--- config.mk ---
export PLATFORM = sky130hd
export DESIGN_NAME = data_mem_responder
export DESIGN_NICKNAME = d
export VERILOG_FILES = /design/src/rtl/dmem_pkg.sv /design/src/rtl/dmem_array.sv /design/src/rtl/data_mem_responder.sv
export SDC_FILE = /design/constraint.sdc
export NUM_CORES = 1
export LEC_CHECK = 0
export ABC_AREA = 1
export CORE_AREA = 4 4 160 177
export DETAILED_ROUTE_END_ITERATION = 7
export DIE_AREA = 0 0 164 181
export PLACE_DENSITY_LB_ADDON = 0.08
export SLEW_MARGIN = 5
export SYNTH_ARGS = -nofsm -noshare
export SYNTH_HDL_FRONTEND = slang
export SYNTH_SLANG_ARGS = --single-unit
--- constraint.sdc ---
create_clock -name clk -period 1.6 [get_ports clk]
set_input_delay 0.48 -clock clk [delete_from_list [all_inputs] [get_ports clk]]
set_output_delay 0.48 -clock clk [all_outputs]
set_load 0.01 [all_outputs]
--- src/rtl/dmem_pkg.sv ---
// Shared definitions for the data-memory responder: state encoding,
// default widths and the data value returned for store responses.
package dmem_pkg;

   localparam int DATA_W_DEF = 16;
   localparam int ADDR_W_DEF = 3;

   // Data value placed on rsp_rdata when the response belongs to a store.
   localparam int RSP_STORE_DATA = 0;

   typedef enum logic [1:0] {
      IDLE = 2'd0,
      WAIT = 2'd1,
      RESP = 2'd2
   } state_e;

endpackage : dmem_pkg

--- src/rtl/dmem_array.sv ---
// 2**ADDR_W x DATA_W register-array data store.
// Asynchronous clear to zero, single write port, combinational read.
module dmem_array
   import dmem_pkg::*;
#(
   parameter int DATA_W = DATA_W_DEF,
   parameter int ADDR_W = ADDR_W_DEF
) (
   input  logic              clk,
   input  logic              rst,
   input  logic              we,
   input  logic [ADDR_W-1:0] addr,
   input  logic [DATA_W-1:0] wdata,
   output logic [DATA_W-1:0] rdata
);

   localparam int DEPTH = 2 ** ADDR_W;

   logic [DATA_W-1:0] mem_q [DEPTH];
   logic [DATA_W-1:0] mem_d [DEPTH];

   // Next array contents: copy of current contents with the addressed word replaced on a write.
   always_comb begin
      mem_d = mem_q;
      if (we) begin
         mem_d[addr] = wdata;
      end else begin
         mem_d[addr] = mem_q[addr];
      end
   end

   // Array storage with asynchronous clear of every word.
   always_ff @(posedge clk or negedge rst) begin
      if (!rst) begin
         for (int i = 0; i < DEPTH; i++) begin
            mem_q[i] <= {DATA_W{1'b0}};
         end
      end else begin
         mem_q <= mem_d;
      end
   end

   assign rdata = mem_q[addr];

endmodule : dmem_array

--- src/rtl/data_mem_responder.sv ---
// Data-memory responder: accepts one load/store at a time over a
// valid/ready request channel, waits WAIT_CYCLES, performs the access
// and holds the response until the initiator takes it.
module data_mem_responder
   import dmem_pkg::*;
#(
   parameter int DATA_W      = DATA_W_DEF,
   parameter int ADDR_W      = ADDR_W_DEF,
   parameter int WAIT_CYCLES = 2
) (
   input  logic              clk,
   input  logic              rst,
   input  logic              req_valid,
   output logic              req_ready,
   input  logic              req_write,
   input  logic [ADDR_W-1:0] req_addr,
   input  logic [DATA_W-1:0] req_wdata,
   output logic              rsp_valid,
   input  logic              rsp_ready,
   output logic [DATA_W-1:0] rsp_rdata,
   output logic              rsp_was_write,
   output logic              busy
);

   // Counter must hold WAIT_CYCLES; keep at least one bit when no wait states are used.
   localparam int              CNT_W    = (WAIT_CYCLES > 1) ? $clog2(WAIT_CYCLES + 1) : 1;
   localparam logic [CNT_W-1:0] CNT_LOAD = CNT_W'(WAIT_CYCLES);
   localparam logic [CNT_W-1:0] CNT_ONE  = CNT_W'(1);
   localparam logic [DATA_W-1:0] STORE_RDATA = DATA_W'(RSP_STORE_DATA);

   state_e            state_q, state_d;
   logic [CNT_W-1:0]  cnt_q, cnt_d;
   logic              wr_q, wr_d;
   logic [ADDR_W-1:0] addr_q, addr_d;
   logic [DATA_W-1:0] wdata_q, wdata_d;
   logic [DATA_W-1:0] rdata_q, rdata_d;
   logic              was_write_q, was_write_d;
   logic              req_ready_q, req_ready_d;
   logic              rsp_valid_q, rsp_valid_d;
   logic              busy_q, busy_d;

   // Access-port selection: latched fields from WAIT, or live request fields when there are no wait states.
   logic              access_s;
   logic              acc_write_s;
   logic [ADDR_W-1:0] acc_addr_s;
   logic [DATA_W-1:0] acc_wdata_s;
   logic [DATA_W-1:0] mem_rdata_s;

   dmem_array #(
      .DATA_W (DATA_W),
      .ADDR_W (ADDR_W)
   ) u_array (
      .clk   (clk),
      .rst   (rst),
      .we    (access_s & acc_write_s),
      .addr  (acc_addr_s),
      .wdata (acc_wdata_s),
      .rdata (mem_rdata_s)
   );

   // Next-state, request latching, access strobe and response data.
   always_comb begin
      state_d     = state_q;
      cnt_d       = cnt_q;
      wr_d        = wr_q;
      addr_d      = addr_q;
      wdata_d     = wdata_q;
      rdata_d     = rdata_q;
      was_write_d = was_write_q;
      access_s    = 1'b0;
      acc_write_s = wr_q;
      acc_addr_s  = addr_q;
      acc_wdata_s = wdata_q;

      case (state_q)
         IDLE: begin
            if (req_valid) begin
               wr_d    = req_write;
               addr_d  = req_addr;
               wdata_d = req_wdata;
               cnt_d   = CNT_LOAD;
               if (WAIT_CYCLES == 0) begin
                  access_s    = 1'b1;
                  acc_write_s = req_write;
                  acc_addr_s  = req_addr;
                  acc_wdata_s = req_wdata;
                  state_d     = RESP;
               end else begin
                  state_d = WAIT;
               end
            end else begin
               state_d = IDLE;
            end
         end
         WAIT: begin
            if (cnt_q == CNT_ONE) begin
               access_s = 1'b1;
               cnt_d    = {CNT_W{1'b0}};
               state_d  = RESP;
            end else begin
               cnt_d   = cnt_q - CNT_ONE;
               state_d = WAIT;
            end
         end
         RESP: begin
            if (rsp_ready) begin
               rdata_d = {DATA_W{1'b0}};
               state_d = IDLE;
            end else begin
               state_d = RESP;
            end
         end
         default: begin
            state_d = IDLE;
            cnt_d   = {CNT_W{1'b0}};
         end
      endcase

      if (access_s) begin
         if (acc_write_s) begin
            rdata_d     = STORE_RDATA;
            was_write_d = 1'b1;
         end else begin
            rdata_d     = mem_rdata_s;
            was_write_d = 1'b0;
         end
      end else begin
         was_write_d = was_write_d;
      end
   end

   // Handshake/status outputs decoded from the next state so they come straight off flops.
   always_comb begin
      req_ready_d = (state_d == IDLE);
      rsp_valid_d = (state_d == RESP);
      busy_d      = (state_d == WAIT) || (state_d == RESP);
   end

   // State, counter, latched request and registered outputs; reset drops any in-flight request.
   always_ff @(posedge clk or negedge rst) begin
      if (!rst) begin
         state_q     <= IDLE;
         cnt_q       <= {CNT_W{1'b0}};
         wr_q        <= 1'b0;
         addr_q      <= {ADDR_W{1'b0}};
         wdata_q     <= {DATA_W{1'b0}};
         rdata_q     <= {DATA_W{1'b0}};
         was_write_q <= 1'b0;
         req_ready_q <= 1'b1;
         rsp_valid_q <= 1'b0;
         busy_q      <= 1'b0;
      end else begin
         state_q     <= state_d;
         cnt_q       <= cnt_d;
         wr_q        <= wr_d;
         addr_q      <= addr_d;
         wdata_q     <= wdata_d;
         rdata_q     <= rdata_d;
         was_write_q <= was_write_d;
         req_ready_q <= req_ready_d;
         rsp_valid_q <= rsp_valid_d;
         busy_q      <= busy_d;
      end
   end

   assign req_ready     = req_ready_q;
   assign rsp_valid     = rsp_valid_q;
   assign rsp_rdata     = rdata_q;
   assign rsp_was_write = was_write_q;
   assign busy          = busy_q;

endmodule : data_mem_responder

; ---- Word level (Yosys, flattened, before mapping)
; Index checks and enable logic that the tools add are counted.
[totals]
reg_bits = 172
out_inout_bits = 20
wordCells = 61
in_bits = 24
[classes]
eq_ne = 6
n_reduce_logical = 9
add_sub_neg = 1
mux = 22
bitwise = 3
magnitude_cmp = 2
[ops]
columns = cell, n
row1 = bitwise mux 128 bit, 2
row2 = two-way mux 128 bit, 1
row3 = two-way mux 16 bit, 7
row4 = binary-select mux 16 bit (select 3 bit), 1
row5 = demux 16 bit (select 3 bit), 1
row6 = case mux 2 bit (3 select lines), 2
row7 = two-way mux 2 bit, 4
row8 = == test 2 x 1 -> 1 bit (second input constant), 3
row9 = AND reduction 2 bit, 3
row10 = == test 2 bit (second input constant), 2
row11 = greater-or-equal comparator 4 bit (second input constant), 1
row12 = logical NOT 2 bit, 2
row13 = < comparator 4 x 1 -> 1 bit (second input constant), 1
row14 = two-way mux 1 bit, 4
row15 = inverter 3 -> 4 bit, 1
row16 = nonzero test 2 bit, 2
row17 = != test 2 bit (second input constant), 1
row18 = subtractor 2 x 1 -> 2 bit (second input constant), 1
row19 = bitwise AND 1 bit, 1
row20 = logical AND 1 bit, 1
row21 = logical OR 1 bit, 1
row22 = inverter 1 bit, 1

; ---- Logic depth before layout (Yosys ltp)
; Gate-level depths: netlist of run 1.
[depth]
word_depth = 7
ltp_mapped = 11

; ---- Modules after synthesis
; Synthesis of run 1 repeated with hierarchy kept, for this count alone.
[unflattened]
cells_unflattened = 1078
area_unflattened_um2 = 8958.6
[modules_own_cells]
columns = module, cells_each, n_inst, area_per_inst_um2
row1 = dmem_array, 854, 1, 7001.7
row2 = data_mem_responder, 224, 1, 1956.9

; ---- Worst setup path after synthesis of run 1
; OpenSTA, ideal clock, no wires.
[synth_path]
path_kind = input to register
startpoint = in req_valid
endpoint = reg busy_q, in the netlist busy
t_arrival_ps = 1374
setup_time_ps = 126
stages = 5
path_buffers = 1
setup_slack_ps = 100
path_cell_list = nand3_1 clkbuf_1 nand2_1 inv_1 ha_1
[synth_via]
elab_chain_len = 4
elab_cells_between_ends = 5
cone_classes = 2 x eq/ne / 2 x mux / 1 x reduce/logical
[synth_rtl]
columns = item, line
row1 = from (decl), data_mem_responder.sv:13  ; input logic req_valid,
row2 = two-way mux 1 bit *, data_mem_responder.sv:77  ; if (req_valid) begin
row3 = case mux 2 bit (3 select lines) *, data_mem_responder.sv:75  ; case (state_q)
row4 = net state_d[0], data_mem_responder.sv:31  ; state_e state_q, state_d;
row5 = == test 2 x 1 -> 1 bit / == test 2 bit (equally long branches), data_mem_responder.sv:136  ; busy_d = (state_d == WAIT) || (state_d == RESP);
row6 = logical OR 1 bit *, data_mem_responder.sv:136
row7 = net busy_d, data_mem_responder.sv:40  ; logic busy_q, busy_d;
row8 = to (signal assigned), data_mem_responder.sv:162  ; busy_q <= busy_d;
row9 = to (decl), data_mem_responder.sv:40
; The timed path passes the listed nets; every way through them passes the cells marked *.
; A chain may end at the register's enable or synchronous reset.

; ---- Worst setup path in the final report of run 1
[layout_path]
startpoint = reg cnt_q[1]
endpoint = reg u_array.mem_q[106] (netlist bit)
[layout_via]
elab_chain_len = 5
[layout_rtl]
columns = item, line
row1 = from (decl), data_mem_responder.sv:32  ; logic [CNT_W-1:0] cnt_q, cnt_d;
row2 = from (signal assigned), data_mem_responder.sv:143  ; cnt_q <= {CNT_W{1'b0}};
row3 = from (signal assigned), data_mem_responder.sv:154  ; cnt_q <= cnt_d;
row4 = == test 2 x 1 -> 1 bit, data_mem_responder.sv:96  ; if (cnt_q == CNT_ONE) begin
row5 = two-way mux 1 bit, data_mem_responder.sv:96
row6 = two-way mux 1 bit, data_mem_responder.sv:75
row7 = bitwise AND 1 bit, data_mem_responder.sv:55  ; .we (access_s & acc_write_s),
row8 = two-way mux 128 bit, dmem_array.sv:25  ; if (we) begin
row9 = "to (signal, indexed assignment)", dmem_array.sv:36  ; mem_q[i] <= {DATA_W{1'b0}};
row10 = to (signal assigned), dmem_array.sv:39  ; mem_q <= mem_d;
row11 = to (decl), dmem_array.sv:19  ; logic [DATA_W-1:0] mem_q [DEPTH];
; Every way passes these cells.

==> results of run 1 <==
[layout make-up]
type	count	area, sq um
clock buffers	21	470
clock inverters	11	109
fillers	2713	14900
inverters	99	388
multi-input cells	811	4220
flip-flops and latches	172	4310
well taps	357	447
repair buffers	133	1750
repair inverters	2	13.8
[through the flow]
step	instances	setup WS (ns)	hold WS, ns
final	1606	-0.0147	0.481
after global routing	1606	-0.115	0.507
after CTS	1581	0.0000314	0.485
after detailed placement	1545	-0.190	0.451
after global placement	1545	-0.163	0.456
after floorplan	1186	0.100	0.184
[flip-flops by register name, indices dropped and copies added, names as in the netlist]
register and flops:
state_q 2, cnt_q 2, req_ready 1, u_array.mem_q 128, acc_write_s 1, acc_wdata_s 16
rsp_valid 1, rsp_rdata 16, acc_addr_s 3, rsp_was_write 1, busy 1
[cells in the final DEF (no fill, tap or decap), types with 24 or more instances in the layout]
master     netlist  routed
nand2_1        321     314
dfrtp_1        171     170
clkbuf_16        0      26
buf_12           0      32
inv_1           89      88
buf_4            6      33
nand3_1        297     271
o21ai_0         58      35
o211ai_1        77      77
nand3_2          3      26
o21ai_1          4      24
[how the worst min path moves through the flow]
stage	slack [ns]	end	cells after the start
final	0.48	u_array.mem_q[32]	2
after global routing	0.51	u_array.mem_q[80]	2
after CTS	0.49	u_array.mem_q[32]	2
after detailed placement	0.45	acc_wdata_s[8]	1
after global placement	0.46	acc_wdata_s[8]	1
after floorplan	0.18	acc_addr_s[0]	0
[cells by family after synthesis]
family          Yosys count
flops                   172
mux                      16
fa+ha+maj                 3
compound gates          144
buf+inv                 203
simple gates            648
[cell usage after synthesis]
cell type,instances
inv_2,10
buf_6,2
nand4_1,3
ha_1,3
dfrtp_1,171
dfstp_2,1
o211ai_1,77
inv_1,89
buf_2,48
o21ai_0,58
nor2_4,2
nor2_1,17
nor2_2,2
buf_1,7
nand3_2,3
buf_4,6
nand3_1,297
nand2_2,1
mux2_2,16
nor3_2,1
a21oi_1,5
o21ai_1,4
nor3_1,1
nand2_1,321
clkbuf_1,41
[worst max-delay path, stage by stage, from the launching register on]
cell and delay (ns):
dfrtp_1 0.38, inv_1 0.06, ha_2 0.18, nand2_2 0.07, nor2_4 0.20, buf_6 0.15
buf_12 0.14, clkbuf_16 0.17, nand3_2 0.05, o211ai_1 0.11
[what timing repair did]
| item | CTS | global route |
|---|---|---|
| setup buffers | 2 | 11 |
| gates resized for setup | 31 | 116 |
| pin swaps | 1 | 33 |
| cloned | 1 | 14 |
| hold buffers | 1 | 0 |
| endpoints found under the hold margin | 15 | 0 |
| setup endpoints to repair | 33 | 145 |
[layer usage]
metal  vias up  track usage
li1       4073            -
met1      4092        0.260
met2       171        0.325
met3        39       0.0226
met4         0       0.0584
met5         -            0
[power by group through the flow]
stage | clock [W] | combinational (W) | sequential (W)
2_1_floorplan | 0 | 0.00522 | 0.00654
5_1_grt | 0.00445 | 0.0103 | 0.00744
6_report | 0.00418 | 0.00936 | 0.00724
4_1_cts | 0.00427 | 0.00828 | 0.00723
3_3_place_gp | 0 | 0.00825 | 0.00730
3_5_place_dp | 0 | 0.00832 | 0.00732
==> run summary, run 1 <==
status: finished, violations left
failing checks: setup timing
#FFs+latches synth: 172
Top Layer Used: met4
CORE AREA: 26600 sq um
Final WS setup: -0.0147 ns
Max Cap Viol: 0
CTS H-Tree Depth: 4
final setup violation count: 10
initial antenna violation count: 0
total grt overflow: 0
Yosys top cell by area: dfrtp_1
beginning of the worst hold path: u_array.mem_q[32]
Post-Syn Nets: 1213
Ys Warns: 0
Clk network pwr share: 0.201
combinational power share: 0.450
post-synthesis compound-gate area fraction: 0.0998
Cell Rows: 63
layout cells sized above 1: 0.166
die area: 29700 sq um
WL met2: 15000 um
Area Growth Syn to Fin: 27.8%
Met3 Wirelength: 852 um
final wirelength: 30100 um
Final period util: 1.01
post-synthesis cell count: 1186
Num CTS Buffers: 17
WP data required: 1.95 ns
maximum VDD drop: 0.711 mV
R2R Setup Slk: -0.01 ns
Max Clk Rate: 619 MHz
Ports: 44
RR Endpoint: u_array.mem_q[106]
Pleak: 5.13 nW
clock-pin slew on the worst setup and hold paths: 0.07 ns
vias: 8375
sequential power share: 0.349
largest net degree at the start of global routing: 49
Worst Clk Skew: 0.0192 ns
Clock Sinks: 172
worst r2r src: cnt_q[1]
CTS root buf: clkbuf_16
number of global-route vias before repair: 7880
sw frac: 0.433
die span in x: 164 um
kind of end point of the critical path: register
Tot GR Track Use: 0.193
DRC Markers: 0
Crit path arrival time: 1.97 ns
Routed WL per cell: 18.8 um
Via density: 5.21
Ant. Diodes: 0
DRT met1 WL: 13700 um
relative slew slack: 0.651
RSZ-0062 raised after global routing: yes
Initial Utilization: 0.344
Iteration-0 DRC Markers: 649
Min Clock Period, post-route: 1.61 ns
GP Congestion: 0.790
total power: 0.0208 W
share of the synthesized area in the top cell type: 0.467
Synth area leaders: dfrtp_1 (47%), nand3_1 (16%), nand2_1 (13%), o211ai_1 (6.3%), inv_1 (3.6%)
crit path launch type: register
HP Class: register to register
global-route wire length before repair: 45100 um
XOR/XNOR Fraction of Synth Area: 0
Core Util, Final: 0.439
post-synthesis sequential area ratio: 0.470
Die Y: 181 um
Post-Synth Adder-Cell Area: 0.00410
Synth cell types: 25
critical path type: register to register
Routed Antenna Nets: 0
Final Hold Fails: 0
setup TNS: -0.0585 ns
final net count: 1263
worst setup path endpoint: u_array.mem_q[106]
pins over their slew limit: 0
Synth Area in Simple Gates: 0.312
drt pass-1 iters: 5
Design Area, Final: 11700 sq um
Worst Reg-to-Reg Cells: 9
syn_area_per_cell: 7.72 sq um
Cell Area, Placed: 10400 sq um
worst skew pair latency: 0.45 ns
Post-DP HPWL: 17800 um
Internal: 0.0118 W
proportion of synthesized area in mux cells: 0.0197
CP startpoint: cnt_q[1]
mapped cell area: 9160 sq um
worst-path fanout max: 8
Buffers on Ports: 43
largest family of logic cells by synthesized area: simple AND/OR/NAND/NOR gates
TritonCTS clock tree: built
Power per Cell Area: 1780 nW/um^2
measured slew at the worst slew-check pin: 0.523 ns
clock buffer depth: 2
Net Switching: 0.00900 W
No activity file was read; power rests on OpenSTA's default activity.
==> inputs of run 2 (changes only) <==
Settings changed: CORE_AREA 4 4 160 177 to 4 4 167 169, DIE_AREA 0 0 164 181 to 0 0 171 173.
==> run 2 against run 1 <==
Effect of this change: the flow still finishes with violations (setup timing); sequential power is 0.8% higher; critical path depth is 1 higher; non-clock buffer count grew 15; utilization up 1.2 points; critical path type unchanged; highest routed layer unchanged; hold slack improved by 0.0061 ns; worst setup slack worse by 0.00082 ns; die area is 0.34% lower; first-iteration DRC count up 8.6%; sequential share of layout area down 0.86 points; clock power is essentially flat; via count rose by 0.53%.
==> run summary, run 2 (synthesized netlist as in run 1, its figures left out) <==
Reg with most FFs: u_array.mem_q
vias: 8419 (+0.53%)
drt pass-1 iters: 5 (unchanged)
Num CTS Buffers: 17 (unchanged)
register area: 4310 sq um (unchanged)
Via density: 5.25 (+0.71%)
Final period util: 1.01 (about the same)
Iteration-0 DRC Markers: 705 (+8.6%)
GP Congestion: 0.774 (-2.0%)
die span in x: 171 um (+4.3%)
area taken by multi-input logic gates: 4210 sq um (-0.24%)
Max Cap Viol: 0 (unchanged)
Buffers on Ports: 43 (unchanged)
CTS root buf: clkbuf_16
combinational power share: 0.473 (+0.023)
sequential power share: 0.335 (-0.014)
Area Growth Syn to Fin: 30.9%
maximum VDD drop: 0.903 mV (+27%)
flip-flop count of the largest register after layout: 128 (unchanged)
total grt overflow: 0 (unchanged)
Min Clock Period, post-route: 1.62 ns (+0.000825 ns)
crit path launch type: register
initial antenna violation count: 0 (unchanged)
die area: 29600 sq um (-0.34%)
Final WS setup: -0.0155 ns (-0.000825 ns)
number of global-route vias before repair: 7832 (-0.61%)
Post-DP HPWL: 18500 um (+4.1%)
Ant. Diodes: 0 (unchanged)
CORE AREA: 26600 sq um (-0.25%)
Tot GR Track Use: 0.196 (+0.00301)
sw frac: 0.437 (+0.00439)
Routed Antenna Nets: 0 (unchanged)
failing checks: setup timing
worst-path fanout max: 15 (+7)
final wirelength: 31300 um (+3.8%)
kind of end point of the critical path: register
DRC Markers: 0 (unchanged)
Clock Sinks: 172 (unchanged)
Max Clk Rate: 619 MHz (about the same)
Routed WL per cell: 19.5 um (+4.0%)
layout cells sized above 1: 0.181 (+0.0149)
largest net degree at the start of global routing: 52 (+6.1%)
leading cell type in the layout, fill and taps excluded: nand2_1
Power per Cell Area: 1820 nW/um^2 (+2.3%)
worst skew pair latency: 0.44 ns (about the same)
critical path type: register to register
CTS H-Tree Depth: 4 (unchanged)
pins over their slew limit: 0 (unchanged)
fillers: 2639 (-2.7%)
Initial Utilization: 0.345 (+0.000874)
status: finished, violations left
Final Hold Fails: 0 (unchanged)
total power: 0.0218 W (+4.8%)
Net Switching: 0.00952 W (+5.8%)
measured slew at the worst slew-check pin: 0.515 ns (-0.00770 ns)
global-route wire length before repair: 45600 um (+1.3%)
HP Class: register to register
Cell Rows: 60 (-4.8%)
Clk network pwr share: 0.192 (-0.009)
Worst Clk Skew: 0.0129 ns (-0.00632 ns)
final net count: 1276 (+1.0%)
Internal: 0.0122 W (+4.0%)
clock buffer depth: 2 (unchanged)
Die Y: 173 um (-4.4%)
Pleak: 5.31 nW (+3.5%)
clock-pin slew on the worst setup and hold paths: 0.07 ns (about the same)
TritonCTS clock tree: built
relative slew slack: 0.657 (+0.00513)
setup TNS: -0.0206 ns (+0.0380 ns)
RSZ-0062 raised after global routing: yes
WP data required: 1.93 ns (-0.02 ns)
Ports: 44 (unchanged)
R2R Setup Slk: -0.02 ns (about the same)
commonest cells after routing, fill and taps aside: nand2_1 (295), nand3_1 (285), dfrtp_1 (170)
Crit path arrival time: 1.94 ns (-0.03 ns)
final setup violation count: 3 (-7)
## run 2: critical path, stage by stage (launching register included)
cell and delay (ns):
dfrtp_4 0.58, buf_12 0.16, clkbuf_16 0.17, nand2_1 0.06, o21ai_0 0.08, nand2_1 0.09
nand2_1 0.06, nand2_1 0.06, nand2_2 0.11, nand2_2 0.09, nand2_1 0.04
## run 2: final timing paths
| check | startpoint | end | cells after the start |
|---|---|---|---|
| worst max register to register | acc_addr_s[0] | rsp_rdata[6] | 10 |
| worst min-delay path | rsp_rdata[10] | rsp_rdata[10] | 2 |
| max in group asynchronous | rst | req_ready | 3 |
| worst max-delay path | acc_addr_s[0] | rsp_rdata[6] | 10 |
| min in group asynchronous | rst | u_array.mem_q[126] | 2 |
| worst min register to register | rsp_rdata[10] | rsp_rdata[10] | 2 |
## run 2: metrics by stage
stage | instance area [sq um] | worst slack, ns | cells | util | hold WS [ns]
after floorplan | 9160 | 0.100 | 1186 | - | 0.184
after global placement | 10400 | -0.282 | 1538 | 0.392 | 0.464
after detailed placement | 10400 | -0.292 | 1538 | 0.392 | 0.461
after CTS | 11200 | 0.000317 | 1576 | 0.420 | 0.486
after global routing | 12000 | -0.100 | 1603 | 0.451 | 0.514
final | 12000 | -0.0155 | 1603 | 0.451 | 0.487
## run 2: routing by layer
layer	part of all wire	wire, um	global-route usage	vias up
met5	0	0	0	-
met4	0.014	427	0.0386	0
met3	0.047	1470	0.0336	26
met2	0.47	14600	0.310	198
met1	0.47	14800	0.285	4097
li1	-	-	-	4098
## run 2: repair_timing
item                                    in CTS  in global routing
endpoints found under the hold margin        8                  0
pin swaps                                    2                 28
hold buffers                                 1                  0
buffers inserted                             2                  7
resized for setup                           60                111
endpoints found under the setup margin      77                141
gates cloned                                 3                 20
## run 2: power groups by stage
stage / registers [W] / logic [W] / clock network (W)
2_1_floorplan: 0.00654 / 0.00522 / 0
3_3_place_gp: 0.00728 / 0.00846 / 0
3_5_place_dp: 0.00727 / 0.00854 / 0
4_1_cts: 0.00722 / 0.00888 / 0.00428
5_1_grt: 0.00750 / 0.0112 / 0.00445
6_report: 0.00730 / 0.0103 / 0.00418
## run 2: area by class of cell
type                            count  area share
Sequential cell                   172       0.359
Multi-Input combinational cell    811       0.351
Timing Repair Buffer              148       0.172
Tap cell                          341      0.0356
Clock buffer                       17      0.0355
Inverter                           99      0.0337
Clock inverter                     15      0.0128
==> inputs of run 3 (changes only) <==
Settings changed: CTS_CLUSTER_SIZE from default to 28, GPL_TIMING_DRIVEN from default to 0.
==> run 3 against run 2 <==
Effect of this change: the run ends with hold timing, setup timing left; hold slack lost 0.50 ns; largest cell class unchanged; first-iteration DRC count grew 5.0%; utilization shrank 1.2 points; worst setup slack gained 0.012 ns; non-clock buffer count grew 28; critical endpoint is now rsp_rdata[10]; highest routed layer unchanged.
==> run summary, run 3 (synthesized netlist as in run 1, its figures left out) <==
Power per Cell Area: 1860 nW/um^2 (+2.7%)
measured slew at the worst slew-check pin: 0.968 ns (+0.453 ns)
Net Switching: 0.0101 W (+6.2%)
Hold Slack: -0.00828 ns (-0.495 ns)
Pleak: 5.22 nW (-1.7%)
drt pass-1 iters: 5 (unchanged)
layout cells sized above 1: 0.191 (+0.0108)
Initial Utilization: 0.345 (unchanged)
Final Hold Fails: 1 (+1)
CORE AREA: 26600 sq um (unchanged)
worst r2r src: acc_addr_s[0]
HP Class: input port to asynchronous set/reset pin
Buffers on Ports: 43 (unchanged)
Via density: 5.37 (+2.2%)
die area: 29600 sq um (unchanged)
worst-path fanout max: 10 (-5)
largest net degree at the start of global routing: 92 (+77%)
sequential power share: 0.306 (-0.029)
sw frac: 0.465 (+0.0272)
flip-flop count of the largest register after layout: 128 (unchanged)
Worst Clk Skew: 0.0247 ns (+0.0119 ns)
CTS H-Tree Depth: 4 (unchanged)
Post-DP HPWL: 22800 um (+24%)
Routed WL per cell: 21.0 um (+7.6%)
TritonCTS clock tree: built
Final period util: 1.00 (-0.00748)
leading cell type in the layout, fill and taps excluded: nand2_1
Ant. Diodes: 0 (unchanged)
worst setup path endpoint: rsp_rdata[10]
Max Clk Rate: 624 MHz (+0.75%)
Final WS setup: -0.00352 ns (+0.0120 ns)
Clock Sinks: 172 (unchanged)
clock-pin slew on the worst setup and hold paths: 0.08 ns (about the same)
pins over their slew limit: 0 (unchanged)
worst skew pair latency: 0.45 ns (about the same)
Post-CTS Hold Fix Bufs: 0 (-1)
Ports: 44 (unchanged)
Reg with most FFs: u_array.mem_q
R2R Setup Slk: -0.004 ns (about the same)
final wirelength: 34200 um (+9.4%)
number of global-route vias before repair: 8555 (+9.2%)
failing checks: hold timing, setup timing
GP Congestion: 0.903 (+17%)
Num CTS Buffers: 17 (unchanged)
Iteration-0 DRC Markers: 740 (+5.0%)
global-route wire length before repair: 52300 um (+15%)
DRC Markers: 0 (unchanged)
WP data required: 1.94 ns (about the same)
Tot GR Track Use: 0.231 (+0.0349)
clock buffer depth: 2 (unchanged)
RSZ-0062 raised after global routing: yes
initial antenna violation count: 0 (unchanged)
Cell Rows: 60 (unchanged)
CP startpoint: acc_addr_s[0]
Worst Reg-to-Reg Cells: 11 (+1)
Clk network pwr share: 0.199 (+0.007)
Die Y: 173 um (unchanged)
crit path launch type: register
total grt overflow: 0 (unchanged)
vias: 8754 (+4.0%)
Max Cap Viol: 0 (unchanged)
Min Clock Period, post-route: 1.60 ns (-0.0120 ns)
Internal: 0.0117 W (-4.8%)
relative slew slack: 0.355 (-0.302)
Crit path arrival time: 1.94 ns (about the same)
kind of end point of the critical path: register
combinational power share: 0.495 (+0.022)
CTS root buf: clkbuf_16
die span in x: 171 um (unchanged)
setup TNS: -0.00352 ns (+0.0170 ns)
critical path type: register to register
Routed Antenna Nets: 0 (unchanged)
status: finished, violations left
commonest cells after routing, fill and taps aside: nand2_1 (303), nand3_1 (291), dfrtp_1 (168)
Area Growth Syn to Fin: 27.5%
final net count: 1304 (+2.2%)
RR Endpoint: rsp_rdata[10]
maximum VDD drop: 0.867 mV (-4.0%)
final setup violation count: 1 (-2)
## run 3: cell count changes in the layout (fill, tap and decap cells not counted), moves of 5 or more
cell       before  now
clkbuf_16      29   23
clkbuf_4        0   16
buf_6           9   24
nand2_1       295  303
buf_2           1   15
nand3_1       285  291
o21ai_2         7   17
o21ai_4         0    5
nand3_2        13    4
nand2_2        26   18
clkbuf_2        1   12
clkbuf_1        0   15
o21ai_1        27   16
buf_12         32   10
## run 3: final cells by class
| cell class | instances | area (sq um) |
|---|---|---|
| clock buffers | 17 | 425 |
| repair buffers | 74 | 812 |
| inverters | 99 | 390 |
| plain buffers | 102 | 847 |
| multi-input cells | 811 | 4290 |
| well taps | 341 | 427 |
| fillers | 2673 | 14900 |
| clock inverters | 15 | 175 |
| flip-flops and latches | 172 | 4310 |
## run 3: worst min-delay path by stage
stage	from	end	slack (ns)	depth (start not counted)
floorplan	rst	acc_addr_s[0]	0.18	0
global placement	rsp_rdata[8]	rsp_rdata[8]	0.47	2
detailed placement	rsp_rdata[3]	rsp_rdata[3]	0.47	2
CTS	rst	u_array.mem_q[90]	0.06	1
global route	rst	u_array.mem_q[90]	0.08	1
finish	rst	u_array.mem_q[90]	-0.008	1
## run 3: power groups by stage
stage / sequential (W) / clock, W / combinational [W]
final: 0.00666 / 0.00432 / 0.0108
after global routing: 0.00682 / 0.00455 / 0.0116
after CTS: 0.00664 / 0.00439 / 0.00990
after detailed placement: 0.00666 / 0 / 0.00893
after global placement: 0.00666 / 0 / 0.00890
after floorplan: 0.00654 / 0 / 0.00522
## run 3: what timing repair did
item                                    CTS  global route
pin swaps                                 9            12
buffers inserted                         11            13
endpoints found under the setup margin  188           149
gates resized for setup                 195           115
cloned                                    1             5
## run 3: per-layer routing
layer / part of all wire / global-route usage / wire length, um / vias to the layer above
met5: 0 / 0 / 0 / -
met3: 0.044 / 0.0316 / 1510 / 59
met2: 0.46 / 0.350 / 15800 / 251
met1: 0.45 / 0.327 / 15600 / 4301
li1: - / - / - / 4143
met4: 0.040 / 0.104 / 1370 / 0
## run 3: through the flow
stage | worst slack, ns | util | instances | instance area (sq um) | power, W
floorplan | 0.100 | - | 1186 | 9160 | 0.0118
global placement | -7.88 | 0.377 | 1570 | 10000 | 0.0156
detailed placement | -0.971 | 0.378 | 1571 | 10000 | 0.0156
CTS | -0.0573 | 0.420 | 1613 | 11200 | 0.0209
global route | -0.0735 | 0.439 | 1631 | 11700 | 0.0230
finish | -0.00352 | 0.439 | 1631 | 11700 | 0.0218
## run 3: critical path, cell delays in order (launching register included)
cell     delay, ns
dfrtp_2       0.45
buf_6         0.16
buf_12        0.14
buf_12        0.14
nand2_2       0.08
o21ai_4       0.07
nand2_1       0.08
nand2_2       0.07
nand2_1       0.10
nand2_1       0.08
nand2_1       0.06
nand2_1       0.04
